File: src/rtl/cpu_controller.sv
// Controller FSM: sequences fetch through the PC/IR chain and decodes each instruction
// into register-file, ALU and data-memory control. Outputs are decoded from state and IR.
module cpu_controller (
  input  logic        Clock,
  input  logic        Clr_n,
  input  logic [15:0] IR,
  input  logic        RF_Rp_zero,
  output logic        PC_clr,
  output logic        PC_up,
  output logic        PC_ld,
  output logic [7:0]  PC_off,
  output logic        IR_ld,
  output logic [7:0]  D_addr,
  output logic        D_rd,
  output logic        D_wr,
  output logic [1:0]  RF_s,
  output logic [7:0]  RF_W_data,
  output logic [3:0]  RF_W_addr,
  output logic        RF_W_wr,
  output logic [3:0]  RF_Rp_addr,
  output logic [3:0]  RF_Rq_addr,
  output logic        RF_Rp_rd,
  output logic        RF_Rq_rd,
  output logic [1:0]  alu_s,
  output logic        halted
);

  typedef enum logic [3:0] {
    S_INIT, S_WAIT, S_FETCH, S_DECODE, S_LOAD1, S_LOAD2, S_STORE,
    S_ADD, S_SUB, S_LDC, S_JZ, S_JZ_TAKE, S_HALT
  } state_t;

  state_t state_q, state_d;

  logic [3:0] opcode, ra, rb, rc;
  logic [7:0] imm8;

  assign opcode = IR[15:12];
  assign ra     = IR[11:8];
  assign rb     = IR[7:4];
  assign rc     = IR[3:0];
  assign imm8   = IR[7:0];

  always_ff @(posedge Clock or negedge Clr_n) begin
    if (!Clr_n) state_q <= S_INIT;
    else        state_q <= state_d;
  end

  // Unused encodings fall through to INIT so a corrupted state restarts fetch.
  always_comb begin
    state_d = S_INIT;
    case (state_q)
      S_INIT:    state_d = S_WAIT;
      S_WAIT:    state_d = S_FETCH;
      S_FETCH:   state_d = S_DECODE;
      S_DECODE: begin
        case (opcode)
          4'h0:    state_d = S_LOAD1;
          4'h1:    state_d = S_STORE;
          4'h2:    state_d = S_ADD;
          4'h3:    state_d = S_LDC;
          4'h4:    state_d = S_SUB;
          4'h5:    state_d = S_JZ;
          default: state_d = S_HALT;
        endcase
      end
      S_LOAD1:   state_d = S_LOAD2;
      S_LOAD2:   state_d = S_WAIT;
      S_STORE:   state_d = S_WAIT;
      S_ADD:     state_d = S_WAIT;
      S_SUB:     state_d = S_WAIT;
      S_LDC:     state_d = S_WAIT;
      S_JZ:      state_d = RF_Rp_zero ? S_JZ_TAKE : S_WAIT;
      S_JZ_TAKE: state_d = S_WAIT;
      S_HALT:    state_d = S_HALT;
      default:   state_d = S_INIT;
    endcase
  end

  always_comb begin
    PC_clr     = 1'b0;
    PC_up      = 1'b0;
    PC_ld      = 1'b0;
    PC_off     = 8'h00;
    IR_ld      = 1'b0;
    D_addr     = 8'h00;
    D_rd       = 1'b0;
    D_wr       = 1'b0;
    RF_s       = 2'b00;
    RF_W_data  = 8'h00;
    RF_W_addr  = 4'h0;
    RF_W_wr    = 1'b0;
    RF_Rp_addr = 4'h0;
    RF_Rq_addr = 4'h0;
    RF_Rp_rd   = 1'b0;
    RF_Rq_rd   = 1'b0;
    alu_s      = 2'b00;
    halted     = 1'b0;
    case (state_q)
      S_INIT:  PC_clr = 1'b1;
      S_FETCH: begin
        IR_ld = 1'b1;
        PC_up = 1'b1;
      end
      S_LOAD1: begin
        D_addr = imm8;
        D_rd   = 1'b1;
      end
      S_LOAD2: begin
        D_addr    = imm8;
        D_rd      = 1'b1;
        RF_s      = 2'b01;
        RF_W_addr = ra;
        RF_W_wr   = 1'b1;
      end
      S_STORE: begin
        D_addr     = imm8;
        D_wr       = 1'b1;
        RF_Rp_addr = ra;
        RF_Rp_rd   = 1'b1;
      end
      S_ADD, S_SUB: begin
        RF_Rp_addr = rb;
        RF_Rq_addr = rc;
        RF_Rp_rd   = 1'b1;
        RF_Rq_rd   = 1'b1;
        alu_s      = (state_q == S_ADD) ? 2'b01 : 2'b10;
        RF_s       = 2'b00;
        RF_W_addr  = ra;
        RF_W_wr    = 1'b1;
      end
      S_LDC: begin
        RF_s      = 2'b10;
        RF_W_data = imm8;
        RF_W_addr = ra;
        RF_W_wr   = 1'b1;
      end
      S_JZ: begin
        RF_Rp_addr = ra;
        RF_Rp_rd   = 1'b1;
      end
      S_JZ_TAKE: begin
        PC_ld  = 1'b1;
        PC_off = imm8;
      end
      S_HALT:  halted = 1'b1;
      default: ;
    endcase
  end

endmodule
File: config.mk
export PLATFORM = sky130hd
export DESIGN_NAME = cpu_controller
export DESIGN_NICKNAME = d
export VERILOG_FILES = /design/src/rtl/cpu_controller.sv
export SDC_FILE = /design/constraint.sdc
export NUM_CORES = 1
export LEC_CHECK = 0
export ABC_AREA = 1
export BUFFER_PORTS_ARGS = -buffer_cell sky130_fd_sc_hd__clkbuf_2
export CELL_PAD_IN_SITES_DETAIL_PLACEMENT = 0
export CELL_PAD_IN_SITES_GLOBAL_PLACEMENT = 1
export CORE_ASPECT_RATIO = 1.2
export CORE_MARGIN = 3
export CORE_UTILIZATION = 16
export CTS_BUF_LIST = sky130_fd_sc_hd__clkbuf_16
export CTS_CLUSTER_DIAMETER = 50
export DETAILED_ROUTE_END_ITERATION = 8
export PLACE_DENSITY_LB_ADDON = 0.1
export SETUP_SLACK_MARGIN = 0.4
export SKIP_LAST_GASP = 1
export SLEW_MARGIN = 20
export SYNTH_ARGS = -nofsm -noshare
export SYNTH_HDL_FRONTEND = slang
export SYNTH_SLANG_ARGS = --single-unit
File: constraint.sdc
create_clock -name Clock -period 0.9 [get_ports Clock]
set_input_delay 0.045 -clock Clock [delete_from_list [all_inputs] [get_ports Clock]]
set_output_delay 0.045 -clock Clock [all_outputs]
set_load 0.03 [all_outputs]
# Yosys cells after proc, flatten, opt, wreduce, memory -nomap -nowiden
# Cells that the tools add are included.
classes:
  addsub: 0
  multipliers: 0
  div_mod_pow: 0
  order_cmp: 0
  n_eq_ne: 17
  shifts: 0
  n_mux: 21
  bitwise_logic: 0
  n_reduce_logical: 9
ops:
  columns: ["operator", "n"]
  rows:
  - ["4-bit one-hot mux with 7 select lines", 1]
  - ["4-bit by 3-bit == test with 1-bit output (second input constant)", 6]
  - ["8-bit two-way mux", 3]
  - ["4-bit one-hot mux with 6 select lines", 1]
  - ["4-bit == test (second input constant)", 5]
  - ["4-bit by 2-bit == test with 1-bit output (second input constant)", 4]
  - ["4-bit two-way mux", 3]
  - ["1-bit two-way mux", 9]
  - ["4-bit by 1-bit == test with 1-bit output (second input constant)", 2]
  - ["4-bit zero test", 2]
  - ["4-bit one-hot mux with 2 select lines", 1]
  - ["4-bit OR reduction", 2]
  - ["7-bit OR reduction", 1]
  - ["2-bit OR reduction", 3]
  - ["2-bit two-way mux", 2]
  - ["2-bit one-hot mux with 2 select lines", 1]
  - ["3-bit OR reduction", 1]
word_totals:
  reg_bits: 4
  latch_bits: 0
  mem_bits_rw: 0
  romBits: 0
  in_bits: 19
  wordCells: 48
  memories: 0

# Logic depth before layout (Yosys ltp)
# Gate-level depths: netlist of the first run.
depth:
  word_depth: 3
  depth_mapped: 7

# Least setup slack after synthesis of the first run
# No wires, ideal clock.
synth_timing:
  kind: "register to output"
  from: "register state_q[0]"
  to: "output RF_Rp_addr[0]"
  arrival_ns: 1.755
  required_time_ns: 0.855
  slack_ns: -0.900
  stages_incl_launch_ff: 6
  n_path_buf: 0
  path_cell_list: "dfrtp_1 inv_1 nand2_1 nor2_2 nor2_4 o21ai_0"
synth_via:
  elab_chain_len: 3
  word_cells_on_any_way: 7
synth_lines:
  columns: ["element", "line", "source"]
  rows:
  - ["start, declared", "33", "state_t state_q, state_d;"]
  - ["start signal, assigned", "46", "else state_q <= state_d;"]
  - ["4-bit == test / 4-bit by 3-bit == test with 1-bit output (equally long branches)", "99", "case (state_q)"]
  - ["2-bit OR reduction (on tied branches)", null, null]
  - ["4-bit one-hot mux with 2 select lines *", "99", null]
  - ["end, declared", "20", "output logic [3:0] RF_Rp_addr,"]
# Mark *: on every way between the ends. The rest lies on a longest branch, timed or not.

# Worst setup path after layout of the first run
layout_timing:
  from: "register state_q[1]"
  to: "output RF_Rp_addr[2]"
# Same word-level chain as after synthesis.

==> results_dict.tcl, run 1 <==
set metrics [dict create \
    clock_latency_ns 0.23 \
    setup_violations 54 \
    netlist_top_cells_area "nor2_1, dfrtp_1, inv_1" \
    p_sw_w 0.00371 \
    power_w 0.00767 \
    die_area_um2 4550 \
    hold_slack_ns 0.0734 \
    violations "negative setup slack" \
    firstDrtPassIters 2 \
    combPwrFrac 0.843 \
    ir_drop_mv 2.45 \
    critPathLaunchType "register" \
    grt_max_degree 10 \
    grt_antenna_before_repair 0 \
    maxSlewHeadroom 0.755 \
    cts_tree "yes" \
    worstPathRequired_ns 0.85 \
    slew_violations 0 \
    yosysTopAreaCellShare 0.274 \
    avgRoutedWirePerCell_um 12.0 \
    cap_violations 0 \
    cts.sinks 4 \
    worst_pin_slew_ns 0.367 \
    yosys_warnings 0 \
    ys_seq_area_frac 0.166 \
    grt_pass1_wl_um 4950 \
    crit_path_cell_trace "inv_2 > nand2_4 > nor2_4 > nor2_4 > buf_12 > o21ai_4 > buf_8" \
    wl_um 3380 \
    p_clk_frac 0.094 \
    reg_top3 "state_q: 4 flops" \
    ios 69 \
    slowest_delay_ns 0.48 \
    syn_area_per_cell_um2 4.98 \
    portBuffers 68 \
    syn-cell-area_um2 603 \
    crit_fanout 8 \
    drtIter0Drc 38 \
    internal_power_w 0.00395 \
    largest_register_ffs 4 \
    crit_type "register to primary output" \
    placed_area_um2 1480 \
    top_register "state_q" \
    final_util 0.659 \
    core_area_um2 3480 \
    path_clk_slew_ns 0.03 \
    hold_violations 0 \
    timing.final.ws_setup_ns -0.654 \
    status "complete, but fails checks" \
    nFillCells 267 \
    rsz0062_at_grt "true" \
    hp-class "input port to register" \
    ys_types 15 \
    power_density_nw_per_um2 3340 \
    htree_levels 1 \
    grt_pass1_vias 1155 \
    seq_power_share 0.063 \
    cpMostUsedCell "nor2_4" \
    grt.overflow.total 0 \
    power.leakage_nw 1.09 \
    cp-end-kind "primary output" \
    dr_total_vias 1158 \
    dp_hpwl_um 2280 \
    postLayoutCellArea_um2 2290 \
    syn-num-nets 140 \
    layout-area-overhead-vs-synth_pct 280 \
    synthCells 121 \
    ys_ff_latch 4 \
    max_freq_mhz 644 \
    layout_min_cycle_time_ns 1.55 \
    clockBufferDepth 2 \
    power_switching_share 0.484 \
    globalplace.congestion 0.780 \
    initial_core_util 0.173 \
    numCtsBuffers 3 \
    cp_num_buf_inv 3 \
    finalNetCount 251 \
    rows 23 \
    drcViolationCount 0 \
    fin_skew_ns 0.00493 \
    arrival_ns 1.51 \
    layout-drive-gt1-share 0.788 \
    grt_use_total 0.143 \
    diodes 0 \
    cp_top_family "flip-flops" \
    cts_root_buf "clkbuf_16" \
    viasPerCell 4.12 \
    ant_nets 0 \
    critPathSlowestCell "dfrtp_2" \
    die_h_um 73.3 \
    synth_top_cell_by_area "nor2_1" \
    fp.dieW_um 62.0 \
    timing.final.crit_share 1.73 \
    place_ws_ns -0.486 \
]
==> final timing paths <==
path,start,end,slack [ns],cells past startpoint
setup / recovery,state_q[1],RF_Rp_addr[2],-0.65,7
hold / removal,IR[13],state_q[0],0.07,3
setup reg to reg,state_q[1],state_q[3],-0.49,8
hold reg to reg,state_q[3],state_q[0],0.66,3
max in group asynchronous,Clr_n,state_q[3],0.61,2
min in group asynchronous,Clr_n,state_q[0],0.16,2
==> cell usage after synthesis, drive strengths merged <==
master   n
a21oi    2
buf      1
dfrtp    4
inv     26
nand2   29
nand3    2
nand4    1
nor2    49
o21ai    6
o22ai    1
==> per-layer routing <==
metal  up-vias  global-route usage  share of wire
met5         -                   0              0
met4         0              0.0495          0.010
met3         2             0.00879          0.062
met2        42               0.294           0.60
met1       537               0.138           0.33
li1        577                   -              -
==> cell usage in the layout, fill, tap and decap left out, types with 2 or more instances in the layout <==
| cell type | count |
|---|---|
| clkbuf_2 | 18 |
| nand2_4 | 6 |
| buf_8 | 27 |
| dfrtp_2 | 3 |
| buf_6 | 15 |
| buf_12 | 5 |
| nor2_2 | 5 |
| clkbuf_8 | 12 |
| inv_2 | 6 |
| nor2_4 | 38 |
| clkbuf_16 | 3 |
| nand2_1 | 21 |
| nor2_1 | 6 |
| o21ai_4 | 4 |
| inv_4 | 4 |
| buf_4 | 27 |
| clkbuf_4 | 2 |
| inv_1 | 15 |
==> per-stage QoR <==
stage               cells  setup TNS [ns]
finish                281          -29.87
global route          281          -32.72
CTS                   274          -28.80
detailed placement    259          -18.12
global placement      259          -18.19
floorplan             121          -12.89
==> timing repair <==
item,in CTS,in global routing
setup buffers,10,7
endpoints found under the hold margin,4,0
hold buffers,1,0
pin swaps,10,13
setup endpoints to repair,54,54
gates resized for setup,115,60
==> power groups by stage <==
stage	sequential (W)	combinational, W	clock, W
2_1_floorplan	0.000397	0.00282	0
3_3_place_gp	0.000413	0.00431	0
3_5_place_dp	0.000414	0.00432	0
4_1_cts	0.000457	0.00580	0.000737
5_1_grt	0.000492	0.00682	0.000752
6_report	0.000482	0.00647	0.000718
==> kinds of logic after synthesis <==
family          Yosys count  synth area share
compound gates            9            0.0768
buf+inv                  27             0.174
flops                     4             0.166
simple gates             81             0.583
==> worst reg2reg max path, stage by stage, from the launching register on <==
cell	delay (ns)
dfrtp_2	0.48
nand2_4	0.12
buf_12	0.15
buf_6	0.10
buf_6	0.10
buf_6	0.11
nor2_4	0.10
nand2_1	0.07
nand3_1	0.08
==> final cells by class <==
| type | instances | area, um^2 | share of cell area |
|---|---|---|---|
| clock buffers | 3 | 75.1 | 0.0327 |
| clock inverters | 1 | 3.75 | 0.00164 |
| flip-flops and latches | 4 | 104 | 0.0453 |
| inverters | 26 | 116 | 0.0507 |
| multi-input cells | 90 | 774 | 0.338 |
| well taps | 50 | 62.6 | 0.0273 |
| repair buffers | 107 | 1160 | 0.505 |
No activity file was read; power rests on OpenSTA's default activity.
==> inputs of run 2 (changes only) <==
REMOVE_ABC_BUFFERS = 1   (was default)
==> run 2 against run 1 <==
- the flow still finishes with violations (negative setup slack)
- routed wire length shrank 2.1%
- first-iteration DRC count shrank 37%
- clock power shrank 3.6%
- sequential cell count is the same
- clock-buffer cell count is the same
- combinational power shrank 13%
- via count shrank 2.8%
- sequential share of layout area grew 0.79 points
- cell area shrank 15%
- worst hold slack gained 0.027 ns
- worst setup slack gained 0.046 ns
- highest routed layer is now met3
==> results_dict.tcl, run 2 (synthesized netlist as in run 1, its figures left out) <==
set metrics [dict create \
    cts.sinks 4 \
    hold_violations 0 \
    dp.cells 257 \
    worst_pin_slew_ns 0.290 \
    layout_common_cells "buf_4, nor2_4, buf_6, clkbuf_2, nor2_1" \
    crit_path_cell_trace "nand2_4 > nor2_4 > nor2_4 > o21ai_1 > buf_4" \
    dp_hpwl_um 2150 \
    viasPerCell 4.14 \
    setup_violations 54 \
    grt_pass1_vias 1012 \
    ant_nets 0 \
    rrSetupSlack_ns -0.39 \
    fp.dieW_um 62.0 \
    ios 69 \
    reg2regPathDepth 8 \
    finalNetCount 243 \
    min_from "IR[13]" \
    die_area_um2 4550 \
    grt_pass1_wl_um 4270 \
    wl_um 3310 \
    crit_type "register to primary output" \
    maxSlewHeadroom 0.807 \
    drcViolationCount 0 \
    rows 23 \
    violations "negative setup slack" \
    clock_latency_ns 0.22 \
    grt_max_degree 10 \
    hold_depth 3 \
    finalNonFillerCells 272 \
    numCtsBuffers 3 \
    mostFrequentLayoutCell "buf_4" \
    layout_min_cycle_time_ns 1.51 \
    layout-area-overhead-vs-synth_pct 224 \
    rsz0062_at_grt "true" \
    max_freq_mhz 663 \
    power.leakage_nw 1.00 \
    htree_levels 1 \
    timing.final.ws_setup_ns -0.608 \
    r2r_start "state_q[3]" \
    die_h_um 73.3 \
    grt_use_total 0.124 \
    reg_top3 "state_q: 4 flops" \
    top_register "state_q" \
    diodes 0 \
    cap_violations 0 \
    initial_core_util 0.173 \
    cp-end-kind "primary output" \
    clockBufferDepth 2 \
    firstDrtPassIters 3 \
    slowest_delay_ns 0.47 \
    grt_antenna_before_repair 0 \
    critPathLaunchType "register" \
    slew_violations 0 \
    layout-drive-gt1-share 0.766 \
    postLayoutCellArea_um2 1950 \
    hp-class "input port to register" \
    r2r_end "state_q[0]" \
    dr_total_vias 1126 \
    final_util 0.561 \
    timing.final.crit_share 1.68 \
    drtIter0Drc 24 \
    cts_root_buf "clkbuf_16" \
    tns_ns -25.48 \
    placed_area_um2 1140 \
    portBuffers 68 \
    hold_slack_ns 0.100 \
    largest_register_ffs 4 \
    critPathSlowestCell "dfrtp_2" \
    whs_endpoint "state_q[0]" \
    core_area_um2 3480 \
    fin_skew_ns 0.000548 \
    globalplace.congestion 0.726 \
    grt.overflow.total 0 \
    power_density_nw_per_um2 3490 \
    avgRoutedWirePerCell_um 12.2 \
    crit_fanout 6 \
    path_clk_slew_ns 0.03 \
    status "complete, but fails checks" \
    arrival_ns 1.46 \
    ir_drop_mv 2.01 \
    cpMostUsedCell "nor2_4" \
    cts_tree "yes" \
    worstPathRequired_ns 0.85 \
]
-- run 2: layout make-up --
class	count	area [um^2]
Multi-Input combinational cell	91	712
Fill cell	315	1530
Clock buffer	3	75.1
Tap cell	50	62.6
Timing Repair Buffer	98	891
Inverter	26	108
Sequential cell	4	104
-- run 2: power breakdown --
part	internal, W	leakage, nW	total (W)	switching [W]
registers	0.000287	0.0464	0.000472	0.000185
clock network	0.000568	0.0370	0.000692	0.000125
logic	0.00244	0.920	0.00566	0.00321
-- run 2: how the worst max path moves through the flow --
stage / startpoint / end / slack, ns / depth (start not counted)
after global placement: state_q[3] / D_addr[4] / -0.43 / 4
after CTS: state_q[1] / RF_W_addr[1] / -0.58 / 7
final: state_q[1] / RF_Rp_addr[2] / -0.61 / 5
after floorplan: state_q[0] / RF_Rp_addr[0] / -0.90 / 5
after detailed placement: state_q[3] / RF_Rp_addr[2] / -0.48 / 7
after global routing: state_q[1] / RF_Rp_addr[2] / -0.66 / 5
-- run 2: per-stage QoR --
step	power [W]	setup WS, ns
final	0.00682	-0.608
after global routing	0.00720	-0.663
after CTS	0.00555	-0.576
after detailed placement	0.00377	-0.477
after global placement	0.00380	-0.433
after floorplan	0.00246	-0.900
-- run 2: critical path, delay by kind of cell (launching register included) --
family / cells / cell delay, ns
compound gates: 1 / 0.16
buf+inv: 1 / 0.19
flops: 1 / 0.47
simple gates: 3 / 0.41
-- run 2: what timing repair did --
item	in CTS	in global routing
resized for setup	96	137
endpoints found under the hold margin	4	0
gates cloned	1	1
pin swaps	4	13
setup endpoints to repair	54	54
hold buffers	1	0
setup buffers	4	5
-- run 2: layer usage --
layer,wire [um],global-route usage,up-vias
li1,-,-,562
met1,1100,0.112,520
met2,1990,0.266,44
met3,221,0.0158,0
met4,0,0.0283,0
met5,0,0,-
